<file path="src/rtl/fifo_param.sv">
// Synchronous single-clock FIFO with occupancy/threshold flags, sticky error flags
// and a choice of registered (latency-1) or first-word-fall-through read data.
module fifo_param #(
   parameter int DATA_W    = 8,
   parameter int ADDR_W    = 4,
   parameter int AFULL_TH  = (2**ADDR_W) - 2,
   parameter int AEMPTY_TH = 2,
   parameter bit FWFT      = 1'b0
) (
   input  logic              clk,
   input  logic              reset,
   input  logic              clr,
   input  logic              wr_en,
   input  logic              rd_en,
   input  logic [DATA_W-1:0] din,
   output logic [DATA_W-1:0] dout,
   output logic              full,
   output logic              empty,
   output logic              almost_full,
   output logic              almost_empty,
   output logic [ADDR_W:0]   count,
   output logic              overflow,
   output logic              underflow
);

   localparam int                 DEPTH    = 2**ADDR_W;
   localparam int                 CNT_W    = ADDR_W + 1;
   localparam logic [CNT_W-1:0]   DEPTH_C  = CNT_W'(DEPTH);
   localparam logic [CNT_W-1:0]   AFULL_C  = CNT_W'(AFULL_TH);
   localparam logic [CNT_W-1:0]   AEMPTY_C = CNT_W'(AEMPTY_TH);

   logic [DATA_W-1:0] mem_q [DEPTH];
   logic [ADDR_W-1:0] wr_ptr_q, wr_ptr_d;
   logic [ADDR_W-1:0] rd_ptr_q, rd_ptr_d;
   logic [CNT_W-1:0]  count_q, count_d;
   logic              overflow_q, overflow_d;
   logic              underflow_q, underflow_d;
   logic              wr_acc, rd_acc;

   // Flags come only from the registered count, so no input reaches them combinationally.
   assign full         = (count_q == DEPTH_C);
   assign empty        = (count_q == '0);
   assign almost_full  = (count_q >= AFULL_C);
   assign almost_empty = (count_q <= AEMPTY_C);
   assign count        = count_q;
   assign overflow     = overflow_q;
   assign underflow    = underflow_q;

   assign wr_acc = wr_en & ~full  & ~clr;
   assign rd_acc = rd_en & ~empty & ~clr;

   always_comb begin
      // NOTE: every signal gets a default before any branch, so no path can infer a latch.
      wr_ptr_d    = wr_ptr_q;
      rd_ptr_d    = rd_ptr_q;
      count_d     = count_q;
      overflow_d  = overflow_q;
      underflow_d = underflow_q;
      if (clr) begin
         wr_ptr_d    = '0;
         rd_ptr_d    = '0;
         count_d     = '0;
         overflow_d  = 1'b0;
         underflow_d = 1'b0;
      end else begin
         if (wr_acc) wr_ptr_d = wr_ptr_q + ADDR_W'(1);
         if (rd_acc) rd_ptr_d = rd_ptr_q + ADDR_W'(1);
         case ({wr_acc, rd_acc})
            2'b10:   count_d = count_q + CNT_W'(1);
            2'b01:   count_d = count_q - CNT_W'(1);
            default: count_d = count_q;
         endcase
         overflow_d  = overflow_q  | (wr_en & full);
         underflow_d = underflow_q | (rd_en & empty);
      end
   end

   always_ff @(posedge clk or negedge reset) begin
      // NOTE: state flops use non-blocking assignments so every flop samples pre-edge values.
      if (!reset) begin
         wr_ptr_q    <= '0;
         rd_ptr_q    <= '0;
         count_q     <= '0;
         overflow_q  <= 1'b0;
         underflow_q <= 1'b0;
      end else begin
         wr_ptr_q    <= wr_ptr_d;
         rd_ptr_q    <= rd_ptr_d;
         count_q     <= count_d;
         overflow_q  <= overflow_d;
         underflow_q <= underflow_d;
      end
   end

   // NOTE: storage is deliberately not reset; zeroed pointers and count keep stale words unreachable.
   always_ff @(posedge clk) begin
      if (wr_acc) mem_q[wr_ptr_q] <= din;
   end

   if (FWFT == 1'b0) begin : g_std
      logic [DATA_W-1:0] dout_q, dout_d;

      always_comb begin
         dout_d = dout_q;
         if (clr)         dout_d = '0;
         else if (rd_acc) dout_d = mem_q[rd_ptr_q];
      end

      always_ff @(posedge clk or negedge reset) begin
         if (!reset) dout_q <= '0;
         else        dout_q <= dout_d;
      end

      assign dout = dout_q;
   end else begin : g_fwft
      // Head word is shown while data is present; zero when empty matches reset/clr behaviour.
      assign dout = empty ? '0 : mem_q[rd_ptr_q];
   end

endmodule
</file>
<file path="config.mk">
export PLATFORM = sky130hd
export DESIGN_NAME = fifo_param
export DESIGN_NICKNAME = d
export VERILOG_FILES = /design/src/rtl/fifo_param.sv
export SDC_FILE = /design/constraint.sdc
export NUM_CORES = 1
export LEC_CHECK = 0
export BUFFER_PORTS_ARGS = -buffer_cell sky130_fd_sc_hd__buf_2
export CAP_MARGIN = 10
export CORE_ASPECT_RATIO = 1.4
export CORE_UTILIZATION = 45
export DETAILED_ROUTE_END_ITERATION = 10
export PLACE_DENSITY = 0.73
export SETUP_SLACK_MARGIN = 0.2
export SLEW_MARGIN = 20
export SYNTH_ARGS = -nofsm -noshare
export SYNTH_HDL_FRONTEND = slang
export SYNTH_SLANG_ARGS = --single-unit
export TNS_END_PERCENT = 5
</file>
<file path="constraint.sdc">
create_clock -name clk -period 3.5 [get_ports clk]
set_clock_uncertainty 0.2 [all_clocks]
set_input_delay 0.175 -clock clk [delete_from_list [all_inputs] [get_ports clk]]
set_output_delay 0.175 -clock clk [all_outputs]
set_load 0.1 [all_outputs]
</file>
# Word-level counts from Yosys, hierarchy flattened
# Memories as Yosys holds them, arrays and structs flattened.
# Index checks and enable logic that the tools add are counted.
[totals]
n_memories = 1
inputBits = 13
output_inout_bits = 19
mem_bits_rw = 128
wordCells = 43
regBits = 23
[classes]
bitwise = 11
muxes = 12
add_sub_neg = 4
reduce_logical = 4
n_eq_ne = 3
order_cmp = 2
[memory_table]
columns = ["name", "words", "width", "rd", "rd_ports_with_merged_regs", "write_ports", "line_no", "rtl"]
rows = [
  ["mem_q", 16, 8, 1, 0, 1, "32", "logic [DATA_W-1:0] mem_q [DEPTH];"],
]
[ops]
columns = ["op", "count"]
rows = [
  ["$mux 4", 4],
  ["$mux 8", 2],
  ["$pmux 5 s2", 1],
  ["$add 4x1->4 const B", 2],
  ["$and 1x1->1", 6],
  ["$add 5x1->5 const B", 1],
  ["$eq 5x5->1 const B", 1],
  ["$ge 5x4->1 const B", 1],
  ["$le 5x2->1 const B", 1],
  ["$logic_not 5->1", 1],
  ["$mux 5", 1],
  ["$sub 5x1->5 const B", 1],
  ["$mux 1", 4],
  ["$reduce_bool 2->1", 2],
  ["$not 1->1", 3],
  ["$reduce_bool 3->1", 1],
  ["$eq 2x1->1 const B", 1],
  ["$eq 2x2->1 const B", 1],
  ["$or 1x1->1", 2],
]

# Logic depth before layout (Yosys ltp)
# Gate-level depths: netlist (run 1).
[logic_depth]
word_depth = 7
mapped_depth = 10
depth_no_buf = 9

# Least setup slack after synthesis (run 1)
# No wires, ideal clock.
[synth_path]
kind = "register to output"
from = "register count_q[2] (netlist: count[2])"
to = "output port almost_empty"
stages_incl_launch_ff = 3
setup_slack_ns = -2.630
t_required_ns = 3.125
n_path_buf = 1
t_arrival_ns = 5.755
path_cell_list = "dfrtp_1 > buf_4 > a2111oi_0"
[synth_between]
elab_chain_cells = 1
[synth_lines]
columns = ["element", "line_no", "rtl"]
rows = [
  ["start: declaration", "35", "logic [CNT_W-1:0] count_q, count_d;"],
  ["start signal: assignment", "89", "count_q <= count_d;"],
  ["$le 5x2->1", "44", "assign almost_empty = (count_q <= AEMPTY_C);"],
  ["end: declaration", "20", "output logic almost_empty,"],
]
# No other way between the ends.

# Final worst setup path (run 1)
[layout_path]
from = "register count_q[1] (netlist: count[1])"
to = "register count_q[4] (netlist: count[4])"
[layout_between]
elab_chain_cells = 7
word_cells_on_any_way = 15
classes_between = "2 x add/sub; 3 x eq/ne; 2 x mux; 6 x bitwise; 2 x reduce/logical"
[layout_lines]
columns = ["element", "line_no", "rtl"]
rows = [
  ["$eq 5x5->1 / $logic_not 5->1 (equally long branches)", "41, 42", ""],
  ["$not 1->1 (on tied branches)", "49, 50", ""],
  ["$and 1x1->1 (on tied branches) (2 in a row)", "49, 50", ""],
  ["$eq 2x1->1 / $eq 2x2->1 (equally long branches)", "68", "case ({wr_acc, rd_acc})"],
  ["$pmux 5 s2", "68", ""],
  ["$mux 5", "59", "if (clr) begin"],
]
# Several ways; a longest one is shown, not always the timed one.
# A chain may end at the register's enable or synchronous reset.

==> impl_metrics.json, run 1 <==
{
  "syn_area_per_cell_sq_um": 17.71,
  "yosysMostFrequentCell": "edfxtp_1",
  "start_util": 0.4611,
  "synth_area_leaders": "edfxtp_1 (63%), mux4_2 (12%), dfrtp_1 (9.4%), nor2_1 (2.3%), a21oi_1 (2.0%)",
  "drive_above_1_share": 0.2791,
  "first_pass_iters": 6,
  "synth_cell_types": 41,
  "synth_top_area_frac": 0.6255,
  "combPwrFrac": 0.285,
  "worstPathMaxFanout": 10,
  "postCtsSetupBuffers": 0,
  "path_class": "register to register",
  "synth.top_cells.by_count": "edfxtp_1 (128), nor2_1 (37), mux4_2 (32)",
  "drc": 0,
  "area_growth_pct": 17.70,
  "syn_inst": 347,
  "outcome": "completed",
  "finalNetCount": 419,
  "io_buffer_count": 31,
  "holdCritPathClass": "input pin to register",
  "cts_resized": 0,
  "hold_viol_final": 0,
  "maxCapViolations": 0,
  "core_sq_um": 13330,
  "ys.flop_type": "edfxtp_1",
  "power.ir.vdd_worst_v": 0.0005040,
  "drt_wl_total_um": 11670,
  "chipHeight_um": 140.3,
  "fin_crit_sh": 0.8337,
  "leakage_nw": 2.518,
  "syn_nets": 367,
  "wl_per_cell_um": 19.64,
  "holdWs_ns": 0.03953,
  "synth_edf_count": 128,
  "critPathRequiredTime_ns": 3.64,
  "diodes": 0,
  "max_slew_margin": 0.3303,
  "fmax_ghz": 0.3427,
  "htreeDepth": 4,
  "rsz0062_at_grt": "false",
  "holdPathStages": 3,
  "p_sw_frac": 0.3414,
  "grt_pass1_vias": 3441,
  "clk_pin_slew_ns": 0.06,
  "setup_tns_ns": 0,
  "end_kind": "register",
  "start_kind": "register",
  "clkSinkCount": 151,
  "final_area_sq_um": 7232,
  "crit_arrival_ns": 3.06,
  "drt_iter0_markers": 184,
  "pwr-share-clk": 0.326,
  "viasPerCell": 5.522,
  "synth_seq_area_share": 0.7192,
  "grt_max_degree": 36,
  "rows": 50,
  "dp_hpwl_um": 7420,
  "async_reset_ff_frac": 0.1523,
  "ys_seq_elements": 151,
  "yosysWarnings": 0,
  "internal-power_w": 0.003594,
  "grt_pass1_wl_um": 18850,
  "antenna_found_initial": 0,
  "worstMarginPinSlew_ns": 1.001,
  "synth_top_area_cell": "edfxtp_1",
  "dieArea_sq_um": 14130,
  "numCtsBuffers": 17,
  "power_switching_w": 0.001863,
  "fp.dieW_um": 100.8,
  "mappedNetlistArea_sq_um": 6145,
  "holdBufCountCts": 11,
  "io-pin-count": 32,
  "insertion_delay_ns": 0.41,
  "grt-ovfl-total": 0,
  "vias": 3280,
  "cts_buffer_depth": 2,
  "track_usage": 0.1841,
  "min_period_ns": 2.918,
  "place_congestion": 0.8061,
  "postPlaceCellArea_sq_um": 6539,
  "powerDensity_nw_per_um2": 754.6,
  "ant_nets": 0,
  "p_seq_frac": 0.390,
  "finalMaxSlewViolations": 0,
  "ff2ff_path_depth": 9,
  "cts_tree": "yes",
  "setup_viol": 0,
  "cts_root_buf": "clkbuf_16"
}
## power groups by stage
stage               Sequential [W]  Combinational, W  Clock [W]
floorplan                  0.00250          0.000943          0
global placement           0.00216           0.00154          0
detailed placement         0.00216           0.00156          0
CTS                        0.00213           0.00157    0.00180
global route               0.00214           0.00166    0.00187
finish                     0.00213           0.00155    0.00178
## area by class of cell
| cell class | instances | area, sq um |
|---|---|---|
| Fill cell | 1040 | 6093 |
| Timing Repair Buffer | 53 | 360.3 |
| Clock buffer | 19 | 452.9 |
| Multi-Input combinational cell | 174 | 1633 |
| Clock inverter | 13 | 130.1 |
| Sequential cell | 151 | 4420 |
| Inverter | 2 | 7.507 |
| Tap cell | 182 | 227.7 |
## worst paths after layout
path / start / to / slack [ns]
min in group asynchronous: reset / underflow / 0.08
setup / recovery: count[1] / count[4] / 0.58
hold / removal: clr / rd_ptr_q[1] / 0.04
hold reg to reg: underflow / underflow / 0.31
max in group asynchronous: reset / rd_ptr_q[0] / 2.63
setup reg to reg: count[1] / count[4] / 0.58
## metal layers
metal | track usage | vias up | share of wire
met5 | 0 | - | 0
met4 | 0.09687 | 0 | 0.030
met3 | 0.03543 | 21 | 0.041
met2 | 0.3097 | 103 | 0.52
met1 | 0.2236 | 1676 | 0.41
li1 | - | 1480 | -
## critical path, stage by stage (launching register included)
cell     delay [ns]
dfrtp_1        0.50
nor4_4         0.41
mux2i_2        0.36
xor2_1         0.11
ha_1           0.23
o31ai_1        0.21
a21oi_1        0.07
o21a_1         0.20
or4_1          0.39
a21oi_1        0.15
## state kept, by name (all words and copies together) (netlist names)
name	flops
dout	8
count	5
rd_ptr_q	4
wr_ptr_q	4
underflow	1
mem_q	128
overflow	1
## through the flow
| stage | total power (W) | util | setup slack, ns | instances |
|---|---|---|---|---|
| floorplan | 0.003439 | - | 0.1480 | 347 |
| global placement | 0.003695 | 0.4907 | 0.6642 | 551 |
| detailed placement | 0.003719 | 0.4907 | 0.6036 | 551 |
| CTS | 0.005498 | 0.5427 | 0.5816 | 594 |
| global route | 0.005665 | 0.5427 | 0.3533 | 594 |
| finish | 0.005457 | 0.5427 | 0.5822 | 594 |
## placed cells by master (no fill, tap or decap), types with 7 or more instances in the layout
cell	instances
clkbuf_16	17
a21oi_1	24
mux4_2	32
buf_4	10
a22oi_1	16
nand2_1	10
dfrtp_1	22
dlygate4sd3_1	11
edfxtp_1	128
buf_2	31
xor2_1	7
ha_1	7
nor2_1	36
## cells by family after synthesis
kind of cell / after synthesis / synth area share
flops: 151 / 0.7192
simple gates: 72 / 0.05925
compound gates: 52 / 0.05681
mux: 34 / 0.1212
buf+inv: 22 / 0.01649
xor+xnor: 9 / 0.01283
fa+ha+maj: 7 / 0.01425
(Power assumes the default switching activity.)
==> run 2, diff against run 1 <==
==> constraint.sdc (replaced) <==
create_clock -name clk -period 3 [get_ports clk]
set_clock_uncertainty 0.2 [all_clocks]
set_input_delay 0.15 -clock clk [delete_from_list [all_inputs] [get_ports clk]]
set_output_delay 0.15 -clock clk [all_outputs]
set_load 0.1 [all_outputs]
==> run 2 against run 1 <==
  * Global-route usage up 1.4 points
  * Worst setup slack worse by 0.46 ns
  * Total power up 19%
  * Sequential power up 16%
  * Combinational power up 26%
  * Critical endpoint unchanged
  * Critical path type unchanged
  * Highest routed layer unchanged
  * Fmax up 1.3%
  * Register-to-register slack worse by 0.46 ns
  * Flip-flop and latch count unchanged
  * Via count up 1.9%
  * Count of clock-buffer cells in the layout down 2
==> impl_metrics.json, run 2 (same netlist as run 1, synthesis figures left out) <==
{
  "startpoint": "count[2]",
  "dieArea_sq_um": 14130,
  "rsz0062_at_grt": "true",
  "r2r_start": "count[2]",
  "hold_viol_final": 0,
  "crit_family": "simple AND/OR/NAND/NOR gates",
  "area_growth_pct": 20.18,
  "crit_arrival_ns": 3.03,
  "max_slew_margin": 0.5103,
  "start_kind": "register",
  "core_sq_um": 13330,
  "place_congestion": 0.8004,
  "power.ir.vdd_worst_v": 0.0007937,
  "ant_nets": 0,
  "crit_slowest_cell": "dfrtp_4",
  "diodes": 0,
  "cts_root_buf": "clkbuf_16",
  "numCtsBuffers": 17,
  "drt_iter0_markers": 274,
  "end_kind": "register",
  "drive_above_1_share": 0.3271,
  "final_util": 0.5542,
  "wl_per_cell_um": 20.82,
  "grt_pass1_wl_um": 19870,
  "hold_start": "clr",
  "cts_buffer_depth": 2,
  "fp.dieW_um": 100.8,
  "leakage_nw": 2.573,
  "finalMaxSlewViolations": 0,
  "path_buf_inv": 0,
  "fmax_ghz": 0.3472,
  "path_class": "register to register",
  "vias": 3341,
  "critPathRequiredTime_ns": 3.15,
  "largest_register_ffs": 128,
  "final_common_cell": "edfxtp_1",
  "viasPerCell": 5.504,
  "rows": 50,
  "finalNetCount": 432,
  "holdWs_ns": 0.002139,
  "outcome": "completed",
  "io-pin-count": 32,
  "htreeDepth": 4,
  "min_period_ns": 2.881,
  "clkSinkCount": 151,
  "first_pass_iters": 4,
  "io_buffer_count": 31,
  "worstPathMaxFanout": 4,
  "powerDensity_nw_per_um2": 879.1,
  "track_usage": 0.1981,
  "largest_register": "mem_q",
  "cts_tree": "yes",
  "cp_cell_sequence": "nor4_4 -> mux2i_2 -> xor2_1 -> ha_2 -> or2b_1 -> a311oi_2 -> or4_4 -> a21oi_2",
  "worstMarginPinSlew_ns": 0.7330,
  "antenna_found_initial": 0,
  "holdCritPathClass": "input pin to register",
  "fill_cells": 1004,
  "start_util": 0.4611,
  "dp_hpwl_um": 8058,
  "max_stage_delay_ns": 0.51,
  "grt_pass1_vias": 3493,
  "drc": 0,
  "fin_crit_sh": 0.9602,
  "grt-ovfl-total": 0,
  "insertion_delay_ns": 0.42,
  "setup_tns_ns": 0,
  "grt_max_degree": 36,
  "final_cell_mix": "edfxtp_1 (128), nor2_1 (36), mux4_2 (32), buf_2 (31)",
  "drt_wl_total_um": 12640,
  "setup_viol": 0,
  "maxCapViolations": 0,
  "chipHeight_um": 140.3,
  "clk_pin_slew_ns": 0.06
}
[run 2: worst paths after layout]
check                              end  slack [ns]  cells past startpoint
max                           count[4]        0.12                      8
max reg2reg                   count[4]        0.12                      8
max in group asynchronous     count[1]        2.18                      2
min                           count[4]       0.002                      3
min reg2reg                  underflow        0.30                      2
min in group asynchronous  rd_ptr_q[3]        0.04                      2
[run 2: cell type report]
| class | instances | area (sq um) | area share |
|---|---|---|---|
| Clock buffer | 17 | 425.4 | 0.05761 |
| Tap cell | 182 | 227.7 | 0.03084 |
| Multi-Input combinational cell | 174 | 1683 | 0.2279 |
| Clock inverter | 15 | 151.4 | 0.02050 |
| Inverter | 2 | 7.507 | 0.001017 |
| Timing Repair Buffer | 66 | 457.9 | 0.06201 |
| Sequential cell | 151 | 4432 | 0.6001 |
[run 2: through the flow]
step	setup slack, ns	std cells	instance area (sq um)	power [W]
after global routing	0.08987	607	7385	0.006728
after detailed placement	0.04210	556	6603	0.004382
final	0.1194	607	7385	0.006492
after floorplan	0.06024	347	6183	0.004044
after global placement	0.2099	556	6603	0.004351
after CTS	0.2025	602	7312	0.006472
[run 2: timing repair]
action                                  4_1_cts  5_1_grt
endpoints found under the hold margin       153        0
buffers inserted                              3        5
endpoints found under the setup margin        1        1
cloned                                        0        0
hold buffers                                 11        0
gates resized for setup                       0        6
pin swaps                                     2        4
[run 2: where the power goes]
group          internal, W  switching, W
registers          0.00238     0.0000996
clock network      0.00122      0.000843
logic             0.000628       0.00132
[run 2: metal layers]
| metal | global-route usage | wire length (um) |
|---|---|---|
| met1 | 0.2272 | 4870 |
| met2 | 0.3482 | 6954 |
| met3 | 0.03643 | 423 |
| met4 | 0.1053 | 391 |
| met5 | 0 | 0 |
[run 2: worst register-to-register path: stages, from the launching register on]
cell and delay (ns):
dfrtp_4 0.51, nor4_4 0.38, mux2i_2 0.33, xor2_1 0.21, ha_2 0.25, or2b_1 0.16, a311oi_2 0.13, or4_4 0.50
a21oi_2 0.13
==> run 3, diff against run 2 <==
--- a/config.mk
+++ b/config.mk
@@ -5,6 +5,7 @@
 export SDC_FILE = /design/constraint.sdc
 export NUM_CORES = 1
 export LEC_CHECK = 0
+export ABC_AREA = 1
 export BUFFER_PORTS_ARGS = -buffer_cell sky130_fd_sc_hd__buf_2
 export CAP_MARGIN = 10
 export CORE_ASPECT_RATIO = 1.4
==> run 3 against run 2 <==
  * Die area increased by 2.4%
  * Core utilization decreased by 0.11 points
  * Critical endpoint is now mem_q[10][0]
  * Register-to-register slack improved by 0.53 ns
  * Count of clock-buffer cells in the layout increased by 2
  * First-iteration DRC count increased by 18%
  * Global-route usage increased by 1.9 points
  * Critical path depth decreased by 2
  * Combinational power increased by 23%
  * Via count increased by 27%
  * Cell area increased by 1.2%
  * Fmax increased by 23%
==> impl_metrics.json, run 3 <==
{
  "wl_per_cell_um": 18.24,
  "finalMaxSlewViolations": 0,
  "numCtsBuffers": 17,
  "synth_top_area_frac": 0.6109,
  "end_kind": "register",
  "regArea_sq_um": 4420,
  "syn_inst": 532,
  "fill_cells": 1130,
  "ys.flop_type": "edfxtp_1",
  "syn_nets": 552,
  "vias": 4227,
  "maxCapViolations": 0,
  "multi_input_area_sq_um": 1680,
  "cts_resized": 0,
  "ant_nets": 0,
  "start_util": 0.4656,
  "leakage_nw": 2.823,
  "cts_buffer_depth": 2,
  "ff2ff_path_depth": 6,
  "first_pass_iters": 5,
  "cts_tree": "yes",
  "cts_root_buf": "clkbuf_16",
  "powerDensity_nw_per_um2": 962.9,
  "dp_hpwl_um": 9334,
  "chipHeight_um": 141.9,
  "worstMarginPinSlew_ns": 0.7931,
  "synth_area_leaders": "edfxtp_1 (61%), dfrtp_1 (9.1%), nand2_1 (5.7%), o21ai_0 (4.8%), nor2_1 (3.4%)",
  "fmax_ghz": 0.4257,
  "insertion_delay_ns": 0.41,
  "power.ir.vdd_worst_v": 0.0009058,
  "grt-ovfl-total": 0,
  "diodes": 0,
  "final_util": 0.5531,
  "viasPerCell": 5.433,
  "fin_crit_sh": 0.7830,
  "worstPathMaxFanout": 8,
  "dp.cells": 733,
  "fin_cells": 778,
  "area_growth_pct": 18.77,
  "holdCritPathClass": "input pin to asynchronous set/reset pin",
  "io_buffer_count": 31,
  "grt_pass1_wl_um": 22760,
  "hold_viol_final": 0,
  "path_class": "register to register",
  "synth_top_area_cell": "edfxtp_1",
  "max_slew_margin": 0.4693,
  "final_cell_mix": "edfxtp_1 (128), nand2_1 (95), o21ai_0 (60), nor2_1 (57), nand3_1 (42)",
  "largest_register": "mem_q",
  "rsz0062_at_grt": "false",
  "io-pin-count": 32,
  "crit_arrival_ns": 2.19,
  "ys_seq_elements": 151,
  "critPathRequiredTime_ns": 2.84,
  "clkSinkCount": 151,
  "r2r_start": "count[0]",
  "outcome": "completed",
  "drc": 0,
  "yosysMostFrequentCell": "edfxtp_1",
  "largest_register_ffs": 128,
  "dieArea_sq_um": 14470,
  "start_kind": "register",
  "drt_wl_total_um": 14190,
  "place_congestion": 0.8811,
  "grt_pass1_vias": 4234,
  "mappedNetlistArea_sq_um": 6292,
  "synth_seq_area_share": 0.7023,
  "min_period_ns": 2.349,
  "async_reset_ff_frac": 0.1523,
  "postCtsSetupBuffers": 0,
  "synth_edf_count": 128,
  "synth.top_cells.by_count": "edfxtp_1 (128), nand2_1 (95), o21ai_0 (60)",
  "fp.dieW_um": 101.9,
  "finalNetCount": 603,
  "synth_cell_types": 35,
  "setup_viol": 0,
  "drive_above_1_share": 0.1460,
  "yosysWarnings": 0,
  "htreeDepth": 4,
  "syn_area_per_cell_sq_um": 11.83,
  "final_common_cell": "edfxtp_1",
  "clk_pin_slew_ns": 0.06,
  "track_usage": 0.2173,
  "antenna_found_initial": 0,
  "holdBufCountCts": 13,
  "startpoint": "count[0]",
  "rows": 50,
  "core_sq_um": 13510,
  "grt_max_degree": 60,
  "total_power_w": 0.007196,
  "holdWs_ns": 0.04004,
  "drt_iter0_markers": 324,
  "setup_tns_ns": 0
}
==> run 3: final cells by class <==
cell class	instances	area share
Clock inverter	13	0.02695
Multi-Input combinational cell	328	0.2248
Inverter	30	0.01574
Sequential cell	151	0.5915
Timing Repair Buffer	55	0.05257
Tap cell	182	0.03047
Clock buffer	19	0.05793
==> run 3: power breakdown <==
group | leakage, nW | internal (W) | switching (W)
combinational | 1.05 | 0.000521 | 0.00187
clock | 0.307 | 0.00147 | 0.000804
sequential | 1.46 | 0.00240 | 0.000134
==> run 3: cells by family (layout without fill, tap and decap cells) <==
family / after synthesis / in the layout / synth area share
flip-flops: 151 / 151 / 0.7023
adder cells (fa/ha/maj): 7 / 7 / 0.01392
XOR/XNOR: 2 / 2 / 0.002784
buffers and inverters: 53 / 117 / 0.03360
AND/OR/NAND/NOR: 216 / 216 / 0.1539
AO/OA/AOI/OAI: 103 / 103 / 0.09346
==> run 3: routing by layer <==
metal | up-vias | global-route usage | wire (um)
li1 | 2000 | - | -
met1 | 2020 | 0.2589 | 5634
met2 | 175 | 0.3713 | 7374
met3 | 32 | 0.04483 | 672
met4 | 0 | 0.1053 | 507
met5 | - | 0 | 0
==> run 3: path summary, 6_finish.rpt <==
kind                       slack [ns]      endpoint
setup / recovery                 0.65  mem_q[10][0]
hold / removal                   0.04      count[2]
setup reg to reg                 0.65  mem_q[10][0]
hold reg to reg                  0.31     underflow
max in group asynchronous        2.17   rd_ptr_q[0]
min in group clk                 0.31     underflow
==> run 3: worst max-delay path: stages, from the launching register on <==
cell     delay [ns]
dfrtp_1        0.53
nor2_1         0.14
nand3_2        0.12
nand2_4        0.10
inv_6          0.10
nand2_1        0.14
nor2_1         0.64
==> run 3: metrics by stage <==
step | worst slack (ns) | area, sq um
detailed placement | 0.6757 | 6709
finish | 0.6509 | 7473
global placement | 0.7274 | 6709
floorplan | 0.2234 | 6311
CTS | 0.6299 | 7473
global route | 0.4864 | 7473
